==> src/rtl/pe_feeder.sv <==
// ---------------------------------------------------------------------------
// pe_feeder
// Feeds a chain of processing elements with a sliding window of samples,
// the stored kernel weights and a per-frame bias as the starting partial sum.
//
// Ports
//   clk, rst              clock (rising edge), asynchronous active-high reset
//   w_valid, w_data       weight word load (accepted only in IDLE)
//   w_loaded              all KERNEL weight slots hold valid words
//   start, bias           begin a frame, bias latched as pe_psum
//   s_valid, s_data,      sample stream; s_ready high in FILL and STREAM
//   s_last, s_ready
//   pe_valid, pe_data     one-cycle window strobe, slot 0 (LSBs) oldest
//   pe_weight, pe_psum    weight slots and frame bias toward the PE chain
//   win_cnt               windows emitted this frame (saturating)
//   busy, done            frame in progress / one-cycle frame-end pulse
//   err_short             last frame ended before the first window filled
//
// state  | meaning
// IDLE   | weight loading allowed, waiting for start
// FILL   | collecting the first KERNEL samples of the frame
// STREAM | every accepted sample emits one window
// DONE   | one-cycle frame end, done pulses
// ---------------------------------------------------------------------------
module pe_feeder #(
   parameter int DATA_WIDTH = 8,
   parameter int KERNEL     = 3,
   parameter int PSUM_WIDTH = 16
) (
   input  logic                         clk,
   input  logic                         rst,
   input  logic                         w_valid,
   input  logic [DATA_WIDTH-1:0]        w_data,
   output logic                         w_loaded,
   input  logic                         start,
   input  logic [PSUM_WIDTH-1:0]        bias,
   input  logic                         s_valid,
   input  logic [DATA_WIDTH-1:0]        s_data,
   input  logic                         s_last,
   output logic                         s_ready,
   output logic                         pe_valid,
   output logic [KERNEL*DATA_WIDTH-1:0] pe_data,
   output logic [KERNEL*DATA_WIDTH-1:0] pe_weight,
   output logic [PSUM_WIDTH-1:0]        pe_psum,
   output logic [15:0]                  win_cnt,
   output logic                         busy,
   output logic                         done,
   output logic                         err_short
);

   localparam int KW = KERNEL * DATA_WIDTH;
   localparam int IW = $clog2(KERNEL);
   localparam int FW = $clog2(KERNEL + 1);
   localparam logic [IW-1:0] W_LAST = IW'(KERNEL - 1);
   localparam logic [FW-1:0] F_LAST = FW'(KERNEL - 1);

   typedef enum logic [1:0] {
      IDLE   = 2'd0,
      FILL   = 2'd1,
      STREAM = 2'd2,
      DONE   = 2'd3
   } state_t;

   state_t          state;
   logic [KW-1:0]   w_reg;
   logic [KW-1:0]   win;
   logic [KW-1:0]   win_shift;
   logic [IW-1:0]   w_idx;
   logic [FW-1:0]   fill_cnt;
   logic [PSUM_WIDTH-1:0] psum_r;
   logic [15:0]     win_cnt_inc;
   logic            beat;

   assign s_ready   = (state == FILL) || (state == STREAM);
   assign busy      = (state != IDLE);
   assign beat      = s_valid & s_ready;
   assign pe_weight = w_reg;
   assign pe_psum   = psum_r;

   // New sample enters the top slot, oldest sample drops out of slot 0.
   assign win_shift   = {s_data, win[KW-1:DATA_WIDTH]};
   assign win_cnt_inc = (win_cnt == 16'hFFFF) ? win_cnt : win_cnt + 16'd1;

   always_ff @(posedge clk or posedge rst) begin
      if (rst) begin
         state     <= IDLE;
         w_reg     <= '0;
         w_idx     <= '0;
         w_loaded  <= 1'b0;
         win       <= '0;
         fill_cnt  <= '0;
         psum_r    <= '0;
         win_cnt   <= '0;
         pe_valid  <= 1'b0;
         pe_data   <= '0;
         done      <= 1'b0;
         err_short <= 1'b0;
      end else begin
         pe_valid <= 1'b0;
         done     <= 1'b0;
         case (state)
            IDLE: begin
               // A weight write wins over start in the same cycle.
               if (w_valid) begin
                  if (w_loaded) begin
                     // Writing into a full set restarts the load at slot 0.
                     w_loaded                <= 1'b0;
                     w_reg[DATA_WIDTH-1:0]   <= w_data;
                     w_idx                   <= IW'(1);
                  end else begin
                     for (int k = 0; k < KERNEL; k++) begin
                        if (int'(w_idx) == k)
                           w_reg[k*DATA_WIDTH +: DATA_WIDTH] <= w_data;
                     end
                     if (w_idx == W_LAST) begin
                        w_idx    <= '0;
                        w_loaded <= 1'b1;
                     end else begin
                        w_idx <= w_idx + 1'b1;
                     end
                  end
               end else if (start && w_loaded) begin
                  psum_r    <= bias;
                  win_cnt   <= '0;
                  fill_cnt  <= '0;
                  err_short <= 1'b0;
                  state     <= FILL;
               end
            end
            FILL: begin
               if (beat) begin
                  win <= win_shift;
                  if (fill_cnt == F_LAST) begin
                     pe_valid <= 1'b1;
                     pe_data  <= win_shift;
                     win_cnt  <= win_cnt_inc;
                     if (s_last) begin
                        state <= DONE;
                        done  <= 1'b1;
                     end else begin
                        state <= STREAM;
                     end
                  end else begin
                     fill_cnt <= fill_cnt + 1'b1;
                     if (s_last) begin
                        err_short <= 1'b1;
                        state     <= DONE;
                        done      <= 1'b1;
                     end
                  end
               end
            end
            STREAM: begin
               if (beat) begin
                  win      <= win_shift;
                  pe_valid <= 1'b1;
                  pe_data  <= win_shift;
                  win_cnt  <= win_cnt_inc;
                  if (s_last) begin
                     state <= DONE;
                     done  <= 1'b1;
                  end
               end
            end
            DONE: state <= IDLE;
            default: state <= IDLE;
         endcase
      end
   end

endmodule
==> config.mk <==
export PLATFORM = sky130hd
export DESIGN_NAME = pe_feeder
export DESIGN_NICKNAME = d
export VERILOG_FILES = /design/src/rtl/pe_feeder.sv
export SDC_FILE = /design/constraint.sdc
export NUM_CORES = 1
export LEC_CHECK = 0
export BUFFER_PORTS_ARGS = -buffer_cell sky130_fd_sc_hd__buf_2
export CORE_ASPECT_RATIO = 0.9
export CORE_MARGIN = 1.5
export CORE_UTILIZATION = 30
export CTS_CLUSTER_DIAMETER = 60
export CTS_CLUSTER_SIZE = 12
export DETAILED_ROUTE_END_ITERATION = 10
export PLACE_DENSITY = 0.55
export SYNTH_ARGS = -nofsm -noshare
export SYNTH_HDL_FRONTEND = slang
export SYNTH_SLANG_ARGS = --single-unit
==> constraint.sdc <==
create_clock -name clk -period 6.2 [get_ports clk]
set_input_delay 0.31 -clock clk [delete_from_list [all_inputs] [get_ports clk]]
set_output_delay 0.31 -clock clk [all_outputs]
set_load 0.02 [all_outputs]
---- After elaboration in Yosys (flattened, before gate mapping) ----
Index checks and enable logic that the tools add are counted.
word-level totals
  flip-flop bits (word level) ............. 114
  bits in latches ......................... 0
  memory bits (writable) .................. 0
  memory bits (read-only) ................. 0
  input port bits ......................... 38
  output and inout bits ................... 86
  word-level logic and storage cells ...... 99
  memories kept ........................... 0
cells by class
  add/sub/neg operators ................... 3
  $mul .................................... 0
  div/mod/pow operators ................... 0
  magnitude comparators ................... 0
  eq/ne operators ......................... 15
  shifts and indexed selects .............. 0
  multiplexer cells ....................... 43
  bitwise gates (word level) .............. 3
  reduce and logical (&&, ||, !) cells .... 21
operators with widths
  kind                                                  number
  2-to-1 mux 16 bit                                     6
  2-to-1 mux 24 bit                                     3
  one-hot mux 16 bit (3 select lines)                   1
  one-hot mux 24 bit (2 select lines)                   1
  2-to-1 mux 2 bit                                      12
  adder 16 x 1 -> 16 bit (second input constant)        1
  equality test 16 bit (second input constant)          1
  2-to-1 mux 8 bit                                      2
  AND reduction 4 bit                                   4
  2-to-1 mux 1 bit                                      14
  equality test 2 bit (second input constant)           6
  != test 2 bit (second input constant)                 6
  AND reduction 6 bit                                   2
  one-hot mux 2 bit (4 select lines)                    1
  nonzero test 2 bit                                    4
  AND reduction 3 bit                                   2
  AND reduction 5 bit                                   1
  adder 2 x 1 -> 2 bit (second input constant)          2
  zero test 2 bit                                       2
  one-hot mux 1 bit (2 select lines)                    2
  one-hot mux 2 bit (2 select lines)                    1
  AND reduction 2 bit                                   2
  nonzero test 3 bit                                    1
  equality test 2 x 1 -> 1 bit (second input constant)  1
  6 further kinds                                       7

---- Logic depth before layout (Yosys ltp) ----
Gate-level depths: netlist of the first run.
  word-level depth ........................ 5
  depth in mapped cells ................... 9
  gate-level depth less buffers ........... 6

---- Least setup slack after synthesis of the first run ----
Ideal clock, no wire load.
  path kind ............................... register to register
  start point ............................. register state[0]
  end point ............................... register win_cnt[8]
  setup time .............................. 0.136 ns
  data arrival time ....................... 2.150 ns
  required time ........................... 6.064 ns
  setup slack ............................. 3.914 ns
  stages on the path, launching flop included .. 10
  buffers on the path ..................... 3
  period minus slack after synthesis ...... 2.286 ns
  path through ............................ dfrtp_1 -> inv_1 -> ha_1 -> nand2_1 -> buf_6 -> a221o_1 -> buf_6 -> buf_2 -> o31ai_1 -> o41ai_1
on the way
  word-level cells in the longest chain between the ends .. 5
  elaborated cells on any way between the ends .. 13
  classes of those cells .................. eq/ne: 7; mux: 1; bitwise: 1; reduce/logical: 4
ends and longest elaborated chain
  item                                                                        line  source
  start, declared                                                             64    state_t state;
  start signal, assigned                                                      86    state <= IDLE;
  start signal, assigned                                                      127   state <= FILL;
  start signal, assigned                                                      138   state <= DONE;
  equality test 2 x 1 -> 1 bit / equality test 2 bit (equally long branches)  74    assign s_ready = (state == FILL) || (state == STREAM);
  logical OR 1 bit (*)                                                        74
  named net s_ready                                                           40    output logic s_ready,
  AND 1 bit (*)                                                               76    assign beat = s_valid & s_ready;
  != test 2 bit (no source line)                                              -
  AND reduction 6 bit (no source line) (*)                                    -
  end signal, assigned                                                        136   win_cnt <= win_cnt_inc;
  end signal, assigned                                                        158   win_cnt <= win_cnt_inc;
  end, declared                                                               45    output logic [15:0] win_cnt,
The timed path passes the listed nets; every way through them passes the cells marked *.
A chain may end at the register's enable or synchronous reset.

---- Worst setup path in the final report of the first run ----
  start point ............................. register state[0]
  end point ............................... register win_cnt[7]
on the way
  word-level cells in the longest chain between the ends .. 5
  elaborated cells on any way between the ends .. 13
  classes of those cells .................. eq/ne: 7; mux: 1; bitwise: 1; reduce/logical: 4
ends and longest elaborated chain
  item                                                                        line
  equality test 2 x 1 -> 1 bit / equality test 2 bit (equally long branches)  74, 101
  logical OR 1 bit                                                            74
  AND 1 bit                                                                   76
  != test 2 bit (no source line)                                              -
  AND reduction 6 bit (no source line)                                        -
Parallel ways exist; a longest one is shown, timed or not.

==> results.txt, run 1 <==
nets -> 498
TritonCTS clock tree -> done
Placed Cells incl. Taps -> 641
Filler cells -> 1484
Initial DRT Pass Iterations -> 4
worst hold slack -> 185.1 ps
Rows -> 42
post-synthesis area per instance -> 13.60 um2
post-synth net total -> 379
maximum VDD drop -> 0.2533 mV
largest net degree at the start of global routing -> 69
power density cells -> 601.4 nW/um2
non-filler cells, final -> 658
Worst Skew -> 6.728 ps
placed inst area -> 5341 um2
Achievable Freq -> 303.6 MHz
Worst-Margin Slew -> 1218 ps
layout cell share with drive strength beyond 1 -> 0.4957
final setup fails -> 0
global-route usage over all layers -> 0.1308
Psw -> 0.001365 W
Worst Setup Start Kind -> register
die area -> 15980 um2
Via Count -> 3187
Crit Path Max Fanout -> 26
Clock transition at path regs -> 70 ps
hold-fix buffers at CTS -> 1
post-route ant nets -> 0
Slew headroom -> 0.1869
initial core utilization -> 0.3083
vias in the first global route -> 3191
port buffer count -> 123
top_reg_cell synth -> dfrtp_1
Final Util -> 0.3837
Clk pwr share -> 0.186
total grt overflow -> 0
final WL -> 10070 um
data arrival time of the worst path -> 3540 ps
synth-to-layout area growth -> 24.46%
Async S/R FF share, synth -> 1.000
Crit. End Element -> register
RSZ-0062 raised after global routing -> no
EDFF count, synth -> 0
Synth cell types -> 47
Root Driver -> clkbuf_16
Min-Delay Path Class -> in2reg
initial antenna violation count -> 0
htree depth -> 3
GPL Wtd Cong -> 0.7398
drt wl/cell -> 15.30 um
final worst path period need -> 3294 ps
Clock Tree Buf Depth -> 2
Crit Path Category -> reg2reg
HPWL after DPL -> 6967 um
clk sink count -> 106
max-slew violation count -> 0
initial drt markers -> 96
Syn. warnings -> 0
Comb power frac -> 0.446
period utilization -> 0.5313
outcome -> completed
maxcap violations -> 0
Vert. Die Dim -> 120.1 um
post-route cell area -> 5685 um2
antenna cells -> 0
Clk Latency, worst-skew pair -> 350 ps
Netlist Area Pre-Place -> 4568 um2
post-CTS sizing -> 0
Mapped Cells -> 336
final hold vios -> 0
register area share after synthesis -> 0.5807
Static Leakage -> 2.667 nW
TritonCTS Buffers -> 9
#FFs+latches synth -> 106
Die Wd -> 133.1 um
CP required -> 6450 ps
Sw Ratio -> 0.3993
Vias/cell -> 4.843
Post-CTS Setup Inserts -> 0
Core Box Area -> 14820 um2
Boundary Pins -> 124
Setup TNS Final -> 0 ps
first-pass GRT wire length -> 16420 um
# DRC -> 0
Sequential Power Share -> 0.368
Internal Pwr Total -> 0.002054 W
stage by stage:
stage | total power [W] | setup WS [ps]
final | 0.003419 | 2906
after global routing | 0.003654 | 2629
after CTS | 0.003471 | 2820
after detailed placement | 0.002818 | 2849
after global placement | 0.002773 | 2916
after floorplan | 0.002370 | 3101
power by group through the flow:
stage | Clock (W) | Combinational, W | Sequential (W)
after detailed placement | 0 | 0.00154 | 0.00127
final | 0.000636 | 0.00153 | 0.00126
after global routing | 0.000692 | 0.00165 | 0.00131
after CTS | 0.000659 | 0.00155 | 0.00126
after global placement | 0 | 0.00151 | 0.00126
after floorplan | 0 | 0.000846 | 0.00152
registers in the layout, indices dropped and copies added (netlist names), 2 cells and up:
signal / count
pe_weight: 24
w_idx: 2
win: 16
pe_data: 24
pe_psum: 16
fill_cnt: 2
state: 2
win_cnt: 16
synthesized netlist by cell type (all sizes together), types with 5 or more instances:
cell type  count  area (um2)
dfrtp        106        2653
clkbuf         7       26.28
nor2           6       22.52
nand3          9       45.04
o31ai         20       150.1
a41oi          5       43.79
a21oi          8       40.04
buf           11       81.32
o21ai          9       45.04
mux2          80       900.9
nand2         10       37.54
inv            8       30.03
ha             5       62.56
nand4          7       43.79
layer usage:
layer  track usage  routed length (um)  up-vias
li1              -                   -     1490
met1        0.1652                4451     1593
met2        0.2005                4657       94
met3       0.06506                 865       10
met4       0.03091                  95        0
met5             0                   0        -
cell type report:
type | count | area [um2] | area share
Sequential cell | 106 | 2653 | 0.4665
Multi-Input combinational cell | 204 | 1778 | 0.3127
Timing Repair Buffer | 126 | 640.6 | 0.1127
Tap cell | 198 | 247.7 | 0.04357
Clock buffer | 9 | 225.2 | 0.03961
Clock inverter | 7 | 108.9 | 0.01915
Inverter | 8 | 32.53 | 0.005722
worst max-delay path, cell delays in order (launching register included):
cell and delay, ps:
dfrtp_1 390, inv_1 80, ha_1 450, nand2_1 530, o32a_1 770, or3b_4 650
o41ai_1 320
final timing paths:
check	start	to	slack [ps]	cells past startpoint
max	state[0]$_DFFE_PP0P_	win_cnt[7]$_DFFE_PP0P_	2910	6
min	bias[1]	pe_psum[1]$_DFFE_PP0P_	190	2
max reg2reg	state[0]$_DFFE_PP0P_	win_cnt[7]$_DFFE_PP0P_	2910	6
min reg2reg	pe_data[16]$_DFFE_PP0P_	pe_data[16]$_DFFE_PP0P_	500	1
max in group asynchronous	rst	done$_DFF_PP0_	4410	4
min in group asynchronous	rst	pe_weight[13]$_DFFE_PP0P_	540	3
cell usage in the layout, fill, tap and decap left out, types with 3 or more instances in the layout:
cell / n
clkbuf_16: 9
nand3b_1: 4
mux2_2: 80
nand3_1: 9
a21oi_1: 8
nor2_1: 6
ha_1: 5
and4_1: 4
nand4_1: 7
nand2_1: 10
a31oi_1: 3
inv_1: 6
o21ai_1: 6
dfrtp_1: 106
o21ai_0: 3
buf_2: 123
a41oi_1: 5
o31ai_1: 20
and2_1: 4
logic make-up (layout without fill, tap and decap cells):
family,Yosys count,in the layout,share of synthesized area
adder cells (fa/ha/maj),5,5,0.01369
multiplexers,80,80,0.1972
AND/OR/NAND/NOR,59,59,0.08600
AO/OA/AOI/OAI,60,60,0.09230
flip-flops,106,106,0.5807
buffers and inverters,26,150,0.03013
(Power assumes the default switching activity.)
==> run 2: changes to the inputs <==
Settings changed: ABC_AREA set to 1, PLACE_DENSITY 0.55 to 0.56.
Clock period 6.2 ns to 2.7 ns, I/O delays scaled along.
==> run 2 against run 1 <==
Core utilization rose by 1.3 points; non-clock buffer count grew 19; fmax increased by 74%; global-route usage rose by 0.86 points; critical path depth increased by 4; wire length increased by 1.8%; setup slack got worse by 2100 ps.
==> results.txt, run 2 <==
drt wl/cell -> 11.96 um (-22%)
synth top area cells -> dfrtp_1 59%, nand2_1 15%, o21ai_0 5.9%
TritonCTS Buffers -> 9 (unchanged)
Static Leakage -> 3.077 nW (+15%)
hold path start -> bias[3]
power density cells -> 1108 nW/um2 (+84%)
EDFF count, synth -> 0 (unchanged)
Mapped Cells -> 512 (+52%)
post-synth net total -> 555 (+46%)
Vias/cell -> 4.322 (-11%)
commonest cells in the netlist -> 178 x nand2_1, 106 x dfrtp_1, 58 x inv_1, 53 x o21ai_0, 26 x o21ai_1
Crit Path Max Fanout -> 48 (+85%)
Final Util -> 0.3963 (+0.01260)
CP cell instances -> inv_1 > ha_1 > nand2_2 > nand2_2 > nand2_1 > inv_1 > nand3_2 > buf_4 > nand2_1 > o21ai_1
vias in the first global route -> 3559 (+12%)
largest net degree at the start of global routing -> 49 (-29%)
port buffer count -> 123 (unchanged)
Worst Setup Start Kind -> register
Boundary Pins -> 124 (unchanged)
area leader, netlist -> dfrtp_1
maxcap violations -> 0 (unchanged)
HPWL after DPL -> 7310 um (+4.9%)
post-synthesis area per instance -> 8.822 um2 (-35%)
max-slew violation count -> 0 (unchanged)
register area share after synthesis -> 0.5873 (+0.006595)
Worst-Margin Slew -> 589.5 ps (-628.5 ps)
Crit. End Element -> register
GPL Wtd Cong -> 0.8210 (+11%)
outcome -> completed
Initial DRT Pass Iterations -> 4 (unchanged)
layout cell share with drive strength beyond 1 -> 0.2473 (-0.2483)
top_reg_cell synth -> dfrtp_1
Synth cell types -> 26 (-45%)
Async S/R FF share, synth -> 1.000 (unchanged)
initial antenna violation count -> 0 (unchanged)
maximum VDD drop -> 0.4949 mV (+95%)
Vert. Die Dim -> 119.4 um (-0.55%)
Crit Path Category -> reg2reg
Die Wd -> 132.3 um (-0.55%)
Root Driver -> clkbuf_16
synth-to-layout area growth -> 29.09%
top cell type's share of synthesized area -> 0.5873 (+0.006595)
Min-Delay Path Class -> in2reg
Clk Latency, worst-skew pair -> 350 ps (about the same)
data arrival time of the worst path -> 2170 ps (-1370 ps)
Largest stage delay, worst path -> 400 ps (-370 ps)
Rows -> 42 (unchanged)
final hold vios -> 0 (unchanged)
Clock Tree Buf Depth -> 2 (unchanged)
Clock transition at path regs -> 70 ps (about the same)
Worst Skew -> 10.07 ps (+3.340 ps)
#FFs+latches synth -> 106 (unchanged)
r2r setup slk -> 810 ps (-2090 ps)
final setup fails -> 0 (unchanged)
period utilization -> 0.6994 (+0.1681)
WHS Path Cells -> 3 (+1)
htree depth -> 3 (unchanged)
CP max-delay cell -> ha_1
nets -> 697 (+40%)
Hold Path End -> pe_psum[3]$_DFFE_PP0P_
post-route ant nets -> 0 (unchanged)
Syn. warnings -> 0 (unchanged)
r2r worst-path depth -> 10 (+4)
RSZ-0062 raised after global routing -> no
count leader, synth -> nand2_1
# DRC -> 0 (unchanged)
Filler cells -> 1487 (+0.20%)
Netlist Area Pre-Place -> 4517 um2 (-1.1%)
Core Box Area -> 14710 um2 (-0.71%)
first-pass GRT wire length -> 17520 um (+6.7%)
final worst path period need -> 1889 ps (-1406 ps)
initial core utilization -> 0.3070 (-0.001285)
antenna cells -> 0 (unchanged)
Reg2Reg Capture Point -> pe_data[3]$_DFFE_PP0P_
total grt overflow -> 0 (unchanged)
clk sink count -> 106 (unchanged)
r2r startpoint -> state[1]$_DFFE_PP0P_
Setup TNS Final -> 0 ps (unchanged)
Achievable Freq -> 529.5 MHz (+74%)
CP required -> 2980 ps (-3470 ps)
TritonCTS clock tree -> done
commonest non-fill, non-tap cells in the layout -> 178 x nand2_1, 123 x buf_2, 106 x dfrtp_1
global-route usage over all layers -> 0.1394 (+0.008624)
die area -> 15800 um2 (-1.1%)
most common cell after layout, fill and taps aside -> nand2_1
post-CTS sizing -> 0 (unchanged)
initial drt markers -> 188 (+96%)
Via Count -> 3704 (+16%)
Slew headroom -> 0.6059 (+0.4190)
final WL -> 10250 um (+1.8%)
## run 2: cell count changes after synthesis, moves of 5 or more
| cell | before | now |
|---|---|---|
| a21oi_1 | 8 | 3 |
| a41oi_1 | 5 | 0 |
| inv_1 | 7 | 58 |
| mux2_2 | 80 | 0 |
| nand2_1 | 10 | 178 |
| nor2_1 | 6 | 24 |
| o21ai_0 | 3 | 53 |
| o21ai_1 | 6 | 26 |
| o31ai_1 | 20 | 0 |
| xnor2_1 | 0 | 5 |
## run 2: final cells by class
cell class / count / area, um2 / area share
Clock inverter: 7 / 87.58 / 0.01502
Sequential cell: 106 / 2653 / 0.4549
Timing Repair Buffer: 145 / 833.3 / 0.1429
Clock buffer: 9 / 225.2 / 0.03863
Multi-Input combinational cell: 333 / 1559 / 0.2674
Tap cell: 198 / 247.7 / 0.04249
Inverter: 59 / 225.2 / 0.03863
## run 2: per-layer routing
layer / wire (um) / vias up / part of all wire / track usage
met5: 0 / - / 0 / 0
met4: 141 / 0 / 0.014 / 0.04945
met3: 715 / 7 / 0.070 / 0.05023
met2: 4624 / 113 / 0.45 / 0.2179
met1: 4766 / 1680 / 0.47 / 0.1785
li1: - / 1904 / - / -
## run 2: how the worst max path moves through the flow
stage	cells past startpoint	slack (ps)	to	from
final	10	810	pe_data[3]$_DFFE_PP0P_	state[1]$_DFFE_PP0P_
after detailed placement	6	800	pe_weight[22]$_DFFE_PP0P_	state[1]$_DFFE_PP0P_
after global placement	10	880	win_cnt[10]$_DFFE_PP0P_	state[1]$_DFFE_PP0P_
after CTS	6	770	pe_weight[22]$_DFFE_PP0P_	state[1]$_DFFE_PP0P_
after global routing	6	550	pe_weight[9]$_DFFE_PP0P_	state[1]$_DFFE_PP0P_
after floorplan	11	840	pe_data[0]$_DFFE_PP0P_	state[1]$_DFFE_PP0P_
## run 2: metrics by stage
| step | power [W] | hold WS (ps) | area, um2 | worst slack [ps] | cells |
|---|---|---|---|---|---|
| 2_1_floorplan | 0.004371 | 251.8 | 4521 | 839.4 | 512 |
| 3_3_place_gp | 0.005060 | 220.2 | 5358 | 879.4 | 825 |
| 3_5_place_dp | 0.005131 | 230.1 | 5358 | 795.7 | 825 |
| 4_1_cts | 0.006557 | 17.11 | 5831 | 773.2 | 857 |
| 5_1_grt | 0.006998 | 18.05 | 5831 | 547.3 | 857 |
| 6_report | 0.006457 | 14.87 | 5831 | 811.5 | 857 |
## run 2: critical path, delay by kind of cell (launching register included)
family                     cells  cell delay, ps
buffers and inverters          3             540
and+or+nand+nor                5             400
adders and majority gates      1             400
DFF                            1             380
AOI/OAI and AO/OA              1              90
## run 2: cells by family (layout without fill, tap and decap cells)
| kind of cell | after synthesis | in the layout | share of synthesized area |
|---|---|---|---|
| compound gates | 87 | 87 | 0.1003 |
| xor+xnor | 8 | 8 | 0.01551 |
| fa+ha+maj | 5 | 5 | 0.01385 |
| buf+inv | 73 | 220 | 0.06759 |
| simple gates | 233 | 233 | 0.2155 |
| flops | 106 | 106 | 0.5873 |
## run 2: power by group
part | internal, W | total (W) | switching, W
clock network | 0.000739 | 0.00137 | 0.000629
logic | 0.000831 | 0.00258 | 0.00175
registers | 0.00219 | 0.00251 | 0.000328
## run 2: timing repair
item / in CTS / in global routing
hold buffers: 16 / 0
endpoints found under the hold margin: 36 / 0
buffers inserted: 0 / 0
